**config.mk**
```make
export PLATFORM = sky130hd
export DESIGN_NAME = stream_host_driver
export DESIGN_NICKNAME = d
export VERILOG_FILES = /design/src/rtl/stream_drv_pkg.sv /design/src/rtl/memory_RAM.sv /design/src/rtl/stream_host_driver.sv
export SDC_FILE = /design/constraint.sdc
export NUM_CORES = 2
export LEC_CHECK = 0
export BUFFER_PORTS_ARGS = -buffer_cell sky130_fd_sc_hd__buf_4
export CAP_MARGIN = 20
export CORE_ASPECT_RATIO = 0.6
export CORE_MARGIN = 3
export CORE_UTILIZATION = 45
export DETAILED_ROUTE_END_ITERATION = 12
export PLACE_DENSITY = 0.65
export SLEW_MARGIN = 20
export SYNTH_ARGS = -nofsm -noshare
export SYNTH_HDL_FRONTEND = slang
export SYNTH_HIERARCHICAL = 1
export SYNTH_MEMORY_MAX_BITS = 65536
export SYNTH_SLANG_ARGS = --single-unit
```
**constraint.sdc**
```tcl
create_clock -name ACLK -period 3.1 [get_ports ACLK]
set_input_delay 0.31 -clock ACLK [delete_from_list [all_inputs] [get_ports ACLK]]
set_output_delay 0.31 -clock ACLK [all_outputs]
set_load 0.05 [all_outputs]
```
**src/rtl/stream_drv_pkg.sv**
```systemverilog
// Shared definitions for the stream host driver.
//
// Holds the FSM state encoding, the default payload width and packet
// lengths, and the fixed buffer address widths used by the driver and
// its memories. DEF_TIMEOUT_CYCLES exists only when the optional
// watchdog (macro STREAM_DRV_TIMEOUT_EN) is enabled.
package stream_drv_pkg;

    localparam int DEF_WIDTH        = 8;
    localparam int DEF_NUM_TX_WORDS = 467;
    localparam int DEF_NUM_RX_WORDS = 64;
    localparam int TX_ADDR_BITS     = 9;
    localparam int RX_ADDR_BITS     = 6;
    localparam int AXIS_DATA_BITS   = 32;

`ifdef STREAM_DRV_TIMEOUT_EN
    localparam int DEF_TIMEOUT_CYCLES = 1024;
`endif

    typedef enum logic [1:0] {
        IDLE   = 2'd0,
        SEND   = 2'd1,
        RECV   = 2'd2,
        FINISH = 2'd3
    } drv_state_t;

endpackage

```
**src/rtl/memory_RAM.sv**
```systemverilog
// Simple dual-port synchronous RAM.
//
// Ports:
//   clock        write/read clock
//   we           write enable
//   waddr, wdata write port
//   raddr        read address, sampled on the clock edge
//   rdata        registered read data (one cycle after raddr)
// Contents are not reset.
module memory_RAM #(
    parameter int data_width = 8,
    parameter int depth_bits = 9
) (
    input  logic                  clock,
    input  logic                  we,
    input  logic [depth_bits-1:0] waddr,
    input  logic [data_width-1:0] wdata,
    input  logic [depth_bits-1:0] raddr,
    output logic [data_width-1:0] rdata
);

    logic [data_width-1:0] mem [2**depth_bits];

    always_ff @(posedge clock) begin
        if (we) begin
            mem[waddr] <= wdata;
        end
        rdata <= mem[raddr];
    end

endmodule

```
**src/rtl/stream_host_driver.sv**
```systemverilog
// Stream host driver: sends a buffered packet on an AXI-Stream master
// port, then collects a fixed-length reply packet into a result buffer.
//
// Ports:
//   ACLK, ARESETN          clock, synchronous active-low reset
//   start                  pulse in IDLE begins a transaction
//   busy, done, error      status (done is a one-cycle pulse, error is
//                          sticky until the next accepted start)
//   ld_we/ld_addr/ld_data  TX buffer load port, ignored while busy
//   rd_addr/rd_data        RX buffer read port, one-cycle latency
//   M_AXIS_*               outgoing packet (NUM_TX_WORDS words)
//   S_AXIS_*               returned packet (NUM_RX_WORDS words)
//
// Optional feature: define STREAM_DRV_TIMEOUT_EN to add a watchdog
// (parameter TIMEOUT_CYCLES) that aborts SEND/RECV after that many
// consecutive cycles without a handshake.
module stream_host_driver
    import stream_drv_pkg::*;
#(
    parameter int WIDTH        = DEF_WIDTH,
    parameter int NUM_TX_WORDS = DEF_NUM_TX_WORDS,
    parameter int NUM_RX_WORDS = DEF_NUM_RX_WORDS
`ifdef STREAM_DRV_TIMEOUT_EN
    ,
    parameter int TIMEOUT_CYCLES = DEF_TIMEOUT_CYCLES
`endif
) (
    input  logic                      ACLK,
    input  logic                      ARESETN,
    input  logic                      start,
    output logic                      busy,
    output logic                      done,
    output logic                      error,
    input  logic                      ld_we,
    input  logic [TX_ADDR_BITS-1:0]   ld_addr,
    input  logic [WIDTH-1:0]          ld_data,
    input  logic [RX_ADDR_BITS-1:0]   rd_addr,
    output logic [WIDTH-1:0]          rd_data,
    output logic                      M_AXIS_TVALID,
    output logic [AXIS_DATA_BITS-1:0] M_AXIS_TDATA,
    output logic                      M_AXIS_TLAST,
    input  logic                      M_AXIS_TREADY,
    input  logic                      S_AXIS_TVALID,
    input  logic [AXIS_DATA_BITS-1:0] S_AXIS_TDATA,
    input  logic                      S_AXIS_TLAST,
    output logic                      S_AXIS_TREADY
);

    // One extra bit so the issue pointer can reach NUM_TX_WORDS.
    localparam int TX_CNT_BITS = TX_ADDR_BITS + 1;
    localparam logic [TX_CNT_BITS-1:0]  TX_END  = TX_CNT_BITS'(NUM_TX_WORDS);
    localparam logic [TX_CNT_BITS-1:0]  TX_LAST = TX_CNT_BITS'(NUM_TX_WORDS - 1);
    localparam logic [RX_ADDR_BITS-1:0] RX_LAST = RX_ADDR_BITS'(NUM_RX_WORDS - 1);

`ifdef STREAM_DRV_TIMEOUT_EN
    localparam int WD_BITS = $clog2(TIMEOUT_CYCLES + 1);
    localparam logic [WD_BITS-1:0] WD_LIMIT = WD_BITS'(TIMEOUT_CYCLES - 1);
    logic [WD_BITS-1:0] wd_count;
`endif

    drv_state_t state;

    // TX prefetch: issue_ptr walks the buffer, inflight marks a RAM read
    // whose data appears on tx_rdata this cycle. head is the word on the
    // master port, skid catches a read that lands while head is stalled.
    logic [TX_CNT_BITS-1:0] issue_ptr;
    logic                   inflight;
    logic                   inflight_last;
    logic                   head_valid;
    logic                   head_last;
    logic [WIDTH-1:0]       head_data;
    logic                   skid_valid;
    logic                   skid_last;
    logic [WIDTH-1:0]       skid_data;
    logic [WIDTH-1:0]       tx_rdata;

    logic [RX_ADDR_BITS-1:0] rx_count;
    logic                    s_ready;

    logic       m_pop;
    logic       s_take;
    logic       issue;
    logic [1:0] pending;

    // Upper stream bits carry no payload.
    logic unused_tdata;
    assign unused_tdata = ^S_AXIS_TDATA;

    assign M_AXIS_TVALID = head_valid;
    assign M_AXIS_TLAST  = head_last;
    assign M_AXIS_TDATA  = AXIS_DATA_BITS'(head_data);
    assign S_AXIS_TREADY = s_ready;

    // A new read is issued only if the buffer can absorb it: words held
    // plus reads in flight, minus the word leaving now, must stay below 2.
    always_comb begin
        m_pop   = head_valid && M_AXIS_TREADY;
        s_take  = s_ready && S_AXIS_TVALID;
        pending = {1'b0, head_valid} + {1'b0, skid_valid} + {1'b0, inflight};
        issue   = (state == SEND) && (issue_ptr != TX_END) &&
                  ((pending < 2'd2) || (m_pop && (pending == 2'd2)));
    end

    always_ff @(posedge ACLK) begin
        if (!ARESETN) begin
            state         <= IDLE;
            busy          <= 1'b0;
            done          <= 1'b0;
            error         <= 1'b0;
            issue_ptr     <= '0;
            inflight      <= 1'b0;
            inflight_last <= 1'b0;
            head_valid    <= 1'b0;
            head_last     <= 1'b0;
            head_data     <= '0;
            skid_valid    <= 1'b0;
            skid_last     <= 1'b0;
            skid_data     <= '0;
            rx_count      <= '0;
            s_ready       <= 1'b0;
`ifdef STREAM_DRV_TIMEOUT_EN
            wd_count      <= '0;
`endif
        end else begin
            done <= 1'b0;
            case (state)
                IDLE: begin
                    if (start) begin
                        state     <= SEND;
                        busy      <= 1'b1;
                        error     <= 1'b0;
                        issue_ptr <= '0;
                        rx_count  <= '0;
                    end
                end

                SEND: begin
                    if (issue) begin
                        issue_ptr <= issue_ptr + 1'b1;
                    end
                    inflight      <= issue;
                    inflight_last <= (issue_ptr == TX_LAST);

                    if (m_pop && head_last) begin
                        // Final word accepted; nothing else can be pending.
                        head_valid <= 1'b0;
                        head_last  <= 1'b0;
                        skid_valid <= 1'b0;
                        inflight   <= 1'b0;
                        s_ready    <= 1'b1;
                        state      <= RECV;
                    end else begin
                        case ({m_pop, inflight})
                            2'b10: begin
                                head_valid <= skid_valid;
                                head_data  <= skid_data;
                                head_last  <= skid_last;
                                skid_valid <= 1'b0;
                            end
                            2'b11: begin
                                if (skid_valid) begin
                                    head_data  <= skid_data;
                                    head_last  <= skid_last;
                                    skid_data  <= tx_rdata;
                                    skid_last  <= inflight_last;
                                end else begin
                                    head_data  <= tx_rdata;
                                    head_last  <= inflight_last;
                                end
                                head_valid <= 1'b1;
                            end
                            2'b01: begin
                                if (!head_valid) begin
                                    head_valid <= 1'b1;
                                    head_data  <= tx_rdata;
                                    head_last  <= inflight_last;
                                end else begin
                                    skid_valid <= 1'b1;
                                    skid_data  <= tx_rdata;
                                    skid_last  <= inflight_last;
                                end
                            end
                            default: begin
                            end
                        endcase
                    end
                end

                RECV: begin
                    if (s_take) begin
                        rx_count <= rx_count + 1'b1;
                        // Packet ends on TLAST or on the last slot; any
                        // disagreement between the two is an error.
                        if (S_AXIS_TLAST || (rx_count == RX_LAST)) begin
                            if (!(S_AXIS_TLAST && (rx_count == RX_LAST))) begin
                                error <= 1'b1;
                            end
                            s_ready <= 1'b0;
                            done    <= 1'b1;
                            state   <= FINISH;
                        end
                    end
                end

                FINISH: begin
                    busy  <= 1'b0;
                    state <= IDLE;
                end

                default: begin
                    state <= IDLE;
                end
            endcase

`ifdef STREAM_DRV_TIMEOUT_EN
            // Counts consecutive cycles without any handshake; expiry
            // overrides whatever the state logic above decided.
            if ((state == SEND) || (state == RECV)) begin
                if (m_pop || s_take) begin
                    wd_count <= '0;
                end else if (wd_count == WD_LIMIT) begin
                    wd_count   <= '0;
                    error      <= 1'b1;
                    head_valid <= 1'b0;
                    head_last  <= 1'b0;
                    skid_valid <= 1'b0;
                    inflight   <= 1'b0;
                    s_ready    <= 1'b0;
                    done       <= 1'b1;
                    state      <= FINISH;
                end else begin
                    wd_count <= wd_count + 1'b1;
                end
            end else begin
                wd_count <= '0;
            end
`endif
        end
    end

    memory_RAM #(
        .data_width (WIDTH),
        .depth_bits (TX_ADDR_BITS)
    ) u_tx_ram (
        .clock (ACLK),
        .we    (ld_we && !busy),
        .waddr (ld_addr),
        .wdata (ld_data),
        .raddr (issue_ptr[TX_ADDR_BITS-1:0]),
        .rdata (tx_rdata)
    );

    memory_RAM #(
        .data_width (WIDTH),
        .depth_bits (RX_ADDR_BITS)
    ) u_rx_ram (
        .clock (ACLK),
        .we    (s_take),
        .waddr (rx_count),
        .wdata (S_AXIS_TDATA[WIDTH-1:0]),
        .raddr (rd_addr),
        .rdata (rd_data)
    );

endmodule

```
==> run_summary.xml <==
<?xml version="1.0" encoding="UTF-8"?>
<metrics>
  <group name="routing">
    <metric name="route.detailed.vias_per_inst" unit="">6.19</metric>
    <metric name="detail_route.iter0.violations" unit="">16402</metric>
    <metric name="antenna_violating_nets_post_route" unit="">0</metric>
    <metric name="num_vias" unit="">101960</metric>
    <metric name="first_pass_iters" unit="">6</metric>
    <metric name="route.final.wire_length" unit="µm">516000</metric>
    <metric name="wl_per_cell" unit="µm">31.3</metric>
    <metric name="post-route-drc-count" unit="">0</metric>
  </group>
  <group name="floorplan">
    <metric name="core" unit="mm²">0.402</metric>
    <metric name="initial_core_util" unit="">0.454</metric>
    <metric name="die_y" unit="µm">499</metric>
    <metric name="placementRows" unit="">180</metric>
    <metric name="die_x" unit="µm">828</metric>
    <metric name="boundary_pins" unit="">108</metric>
    <metric name="die_outline_area" unit="mm²">0.414</metric>
  </group>
  <group name="pwr">
    <metric name="p_sw" unit="mW">33.2</metric>
    <metric name="p_total" unit="mW">140</metric>
    <metric name="power.leakage" unit="nW">67.8</metric>
    <metric name="clock_power_share" unit="">0.366</metric>
    <metric name="power.ir.vdd_worst" unit="mV">0.504</metric>
    <metric name="share_comb_of_total_power" unit="">0.135</metric>
    <metric name="power-per-cell-area" unit="mW/mm²">644</metric>
    <metric name="seq_power_share" unit="">0.499</metric>
    <metric name="p_int" unit="mW">106</metric>
    <metric name="switching_share" unit="">0.238</metric>
  </group>
  <group name="layout">
    <metric name="synthToLayoutAreaGrowth" unit="%">18.6</metric>
    <metric name="non_filler_instance_count_after_layout" unit="">16474</metric>
    <metric name="layout.nets" unit="">10826</metric>
    <metric name="drive_gt1_frac" unit="">0.293</metric>
    <metric name="finish.utilization" unit="">0.538</metric>
  </group>
  <group name="worst_setup_path">
    <metric name="worst_setup_path_start_kind" unit="">flop</metric>
    <metric name="crit_path_end_kind" unit="">flop</metric>
    <metric name="path_class" unit="">reg -&gt; reg</metric>
    <metric name="reg2reg_depth" unit="">11</metric>
    <metric name="ff2ff_setup_slack" unit="ns">-0.23</metric>
    <metric name="timing.rr.start" unit="">issue_ptr[1]</metric>
    <metric name="critPathArrivalTime" unit="ns">4.19</metric>
    <metric name="critical_path_required" unit="ns">3.96</metric>
    <metric name="crit_path_max_fanout" unit="">6</metric>
    <metric name="crit-reg2reg-capture" unit="">u_tx_ram/rdata[2]</metric>
  </group>
  <group name="status">
    <metric name="violations" unit="">setup timing</metric>
    <metric name="status" unit="">complete, but fails checks</metric>
  </group>
  <group name="placement">
    <metric name="dp_cells" unit="">15559</metric>
    <metric name="gp_congestion" unit="">0.934</metric>
    <metric name="post-dp-hpwl" unit="µm">329000</metric>
    <metric name="dp_worst_setup_slack" unit="ns">-0.733</metric>
    <metric name="io_buffers" unit="">59</metric>
  </group>
  <group name="sta">
    <metric name="highest_clock_frequency_the_design_can_meet" unit="MHz">300</metric>
    <metric name="period_share" unit="">1.08</metric>
    <metric name="layout_setup_ws" unit="ns">-0.233</metric>
    <metric name="final.hold.worst_slack" unit="ns">0.0943</metric>
    <metric name="slew_headroom" unit="">0.198</metric>
    <metric name="worst_slew_pin_slew" unit="ns">1.20</metric>
    <metric name="rsz0062_at_grt" unit="">yes</metric>
    <metric name="time_the_worst_path_needs_with_i_o_delays_and_setup" unit="ns">3.33</metric>
    <metric name="final.setup_skew" unit="ns">0.0699</metric>
    <metric name="report.final.slew_viol_count" unit="">0</metric>
    <metric name="setup_violations" unit="">7</metric>
    <metric name="timing.final.hold_violations" unit="">0</metric>
  </group>
  <group name="logic_synthesis">
    <metric name="postSynth.topFlopCell" unit="">sky130_fd_sc_hd__edfxtp_1</metric>
    <metric name="syn-cell-area" unit="mm²">0.183</metric>
    <metric name="syn_area_per_cell" unit="µm²">19.7</metric>
    <metric name="synth_async_sr_flop_share" unit="">0</metric>
    <metric name="yosys_warnings" unit="">6</metric>
    <metric name="edff_count_synth" unit="">4608</metric>
    <metric name="synth.ff_latch_count" unit="">4668</metric>
    <metric name="syn-instance-count" unit="">9278</metric>
    <metric name="yosysSeqAreaShare" unit="">0.764</metric>
    <metric name="synthDistinctLibCells" unit="">84</metric>
  </group>
  <group name="clock_tree">
    <metric name="cts_htree_levels" unit="">5</metric>
    <metric name="clockRootBuffer" unit="">sky130_fd_sc_hd__clkbuf_16</metric>
    <metric name="max-clock-path-buffers" unit="">4</metric>
    <metric name="clk-insertion-delay-late" unit="ns">0.96</metric>
    <metric name="path_clk_slew" unit="ns">0.06</metric>
    <metric name="cts-buffers-inserted" unit="">416</metric>
    <metric name="cts_tree" unit="">yes</metric>
    <metric name="clkSinkCount" unit="">4668</metric>
  </group>
  <group name="global_route">
    <metric name="gr-total-overflow" unit="">0</metric>
    <metric name="grtUsageTotal" unit="">0.243</metric>
    <metric name="grt_max_degree" unit="">137</metric>
    <metric name="antenna_found_initial" unit="">24</metric>
    <metric name="first_global_vias" unit="">97732</metric>
    <metric name="global_route_wire_length_before_repair" unit="µm">728000</metric>
  </group>
  <group name="min_path">
    <metric name="worstHoldStart" unit="">rd_addr[2]</metric>
    <metric name="hold-path-cell-count" unit="">3</metric>
    <metric name="min-delay-path-class" unit="">in -&gt; reg</metric>
    <metric name="worstHoldEndpoint" unit="">u_rx_ram/rdata[4]</metric>
  </group>
  <group name="job">
    <metric name="max_cap_viol_count" unit="">0</metric>
  </group>
</metrics>
-- worst max path at each step --
stage                   from                  end  slack, ns  cells past startpoint
2_1_floorplan  S_AXIS_TREADY  u_rx_ram/mem[42][0]       0.57                      5
3_3_place_gp    issue_ptr[0]    u_tx_ram/rdata[2]      -0.93                      9
3_5_place_dp    issue_ptr[1]    u_tx_ram/rdata[2]      -0.73                     10
4_1_cts         issue_ptr[2]    u_tx_ram/rdata[2]      -0.07                     10
5_1_grt         issue_ptr[1]    u_tx_ram/rdata[2]      -0.25                     11
6_report        issue_ptr[1]    u_tx_ram/rdata[2]      -0.23                     11
-- cell families (layout without fill, tap and decap cells) --
| logic type | after synthesis | in the layout | share of synthesized area |
|---|---|---|---|
| mux | 1623 | 1623 | 0.142 |
| other cells | 1 | 36 | 0.0000205 |
| flops | 4668 | 4668 | 0.764 |
| compound gates | 1111 | 1111 | 0.0431 |
| fa+ha+maj | 9 | 9 | 0.000658 |
| buf+inv | 619 | 2411 | 0.0198 |
| simple gates | 1242 | 1242 | 0.0301 |
| xor+xnor | 5 | 5 | 0.000240 |
-- cells in the final DEF, fill, tap and decap left out, drive strengths merged, types with 9 or more instances in the layout --
cell type    netlist  layout
nor3b              9       9
a22oi             81      81
bufinv             0      37
dfxtp             60      60
a21oi            211     211
o221ai           378     378
o31ai             15      15
o22ai            182     182
diode              0      12
nand2b            15      15
buf              310    1594
mux4             773     773
bufbuf             0      15
nor3             127     127
nor2b             21      21
nand4             38      38
inv               15      34
nand2            149     149
a211oi            29      29
and2              27      27
dlygate4sd3        0      25
clkbuf           293     512
nor2             701     701
mux2i            843     843
edfxtp          4608    4608
nand3             70      70
conb               1      24
a31oi             13      13
clkinvlp           0      12
o21ai            135     135
or3               10      10
o41ai             11      11
nor4              37      37
clkinv             0     182
-- synthesized netlist by cell type (5+ instances only) --
master,instances,area (µm²)
sky130_fd_sc_hd__a31oi_1,13,81.3
sky130_fd_sc_hd__ha_1,8,100
sky130_fd_sc_hd__a211oi_1,27,203
sky130_fd_sc_hd__buf_12,7,140
sky130_fd_sc_hd__and2_1,26,163
sky130_fd_sc_hd__dfxtp_1,60,1200
sky130_fd_sc_hd__nand4_1,38,238
sky130_fd_sc_hd__buf_8,12,180
sky130_fd_sc_hd__nand2_1,148,556
sky130_fd_sc_hd__a22o_1,7,61.3
sky130_fd_sc_hd__or2_2,7,43.8
sky130_fd_sc_hd__buf_2,70,350
sky130_fd_sc_hd__o221ai_1,377,3300
sky130_fd_sc_hd__o22ai_1,182,1140
sky130_fd_sc_hd__and3_1,8,50.1
sky130_fd_sc_hd__buf_6,75,845
sky130_fd_sc_hd__nor2_1,701,2630
sky130_fd_sc_hd__mux2_2,6,67.6
sky130_fd_sc_hd__a22oi_1,81,608
sky130_fd_sc_hd__a2111oi_0,5,43.8
sky130_fd_sc_hd__and3b_1,5,43.8
sky130_fd_sc_hd__o2111a_1,8,90.1
sky130_fd_sc_hd__nand2b_1,15,93.8
sky130_fd_sc_hd__inv_1,14,52.6
sky130_fd_sc_hd__or3_1,9,56.3
sky130_fd_sc_hd__a21oi_1,210,1050
sky130_fd_sc_hd__edfxtp_1,4608,138000
sky130_fd_sc_hd__nor3b_1,9,67.6
sky130_fd_sc_hd__nand3_1,69,345
sky130_fd_sc_hd__mux2i_1,843,8440
sky130_fd_sc_hd__o41ai_1,11,96.3
sky130_fd_sc_hd__o311ai_0,6,52.6
sky130_fd_sc_hd__buf_4,100,751
sky130_fd_sc_hd__o22a_1,6,52.6
sky130_fd_sc_hd__nor4_1,37,231
sky130_fd_sc_hd__buf_1,46,173
sky130_fd_sc_hd__nor3_1,127,636
sky130_fd_sc_hd__o31ai_1,15,113
sky130_fd_sc_hd__nor2b_1,21,131
sky130_fd_sc_hd__o21ai_0,131,656
sky130_fd_sc_hd__clkbuf_1,292,1100
sky130_fd_sc_hd__mux4_2,773,17400
-- per-layer routing --
| metal | global-route usage | part of all wire |
|---|---|---|
| met1 | 0.379 | 0.41 |
| met2 | 0.321 | 0.40 |
| met3 | 0.0959 | 0.16 |
| met4 | 0.0480 | 0.022 |
| met5 | 0 | 0.00085 |
-- registers in the layout, indices dropped and copies added, names as in the netlist --
register        count
skid_valid          1
u_rx_ram/rdata      8
rx_count            6
state               2
skid_data           8
head_data           8
inflight            1
skid_last           1
M_AXIS_TVALID       1
issue_ptr          10
u_tx_ram/rdata      8
M_AXIS_TLAST        1
inflight_last       1
busy                1
u_rx_ram/mem      512
u_tx_ram/mem     4096
S_AXIS_TREADY       1
done                1
error               1
-- worst max-delay path, stage by stage (launching register included) --
cell and delay, ns:
sky130_fd_sc_hd__dfxtp_4 0.36, sky130_fd_sc_hd__or2_4 0.33, sky130_fd_sc_hd__buf_16 0.19, sky130_fd_sc_hd__buf_12 0.16
sky130_fd_sc_hd__buf_4 0.13, sky130_fd_sc_hd__buf_4 0.15, sky130_fd_sc_hd__o221ai_1 0.35, sky130_fd_sc_hd__a21oi_1 0.29
sky130_fd_sc_hd__nor2_2 0.51, sky130_fd_sc_hd__nand3_2 0.26, sky130_fd_sc_hd__o21ai_4 0.26, sky130_fd_sc_hd__o2111a_1 0.20
-- per-stage QoR --
stage               TNS [ns]  cell area, µm²
floorplan                  0          183000
global placement       -3.92          200000
detailed placement     -3.47          200000
CTS                   -0.166          215000
global route          -0.869          217000
finish                -0.612          217000
-- timing repair --
action                                 in CTS  in global routing
hold buffers                               25                  0
endpoints found under the hold margin     844                  0
setup buffers                              45                 58
gates cloned                               19                  5
gates resized for setup                   239                150
pin swaps                                  36                 50
setup endpoints to repair                   8                  8
-- final cells by class --
type	instances	area, µm²
well taps	5369	6720
clock inverters	250	2250
diodes	12	30.0
multi-input cells	4014	41300
flip-flops and latches	4668	140000
repair buffers	1640	15800
inverters	15	72.6
clock buffers	506	10900
fillers	30294	186000
-- power groups by stage --
stage	Combinational [mW]	Sequential, mW	Clock, mW
after detailed placement	16.8	71.0	0
after global routing	19.8	69.6	54.2
after global placement	16.5	71.0	0
after CTS	18.0	69.6	51.7
after floorplan	11.2	71.0	0
final	18.9	69.6	51.1
No activity file was read; power rests on OpenSTA's default activity.
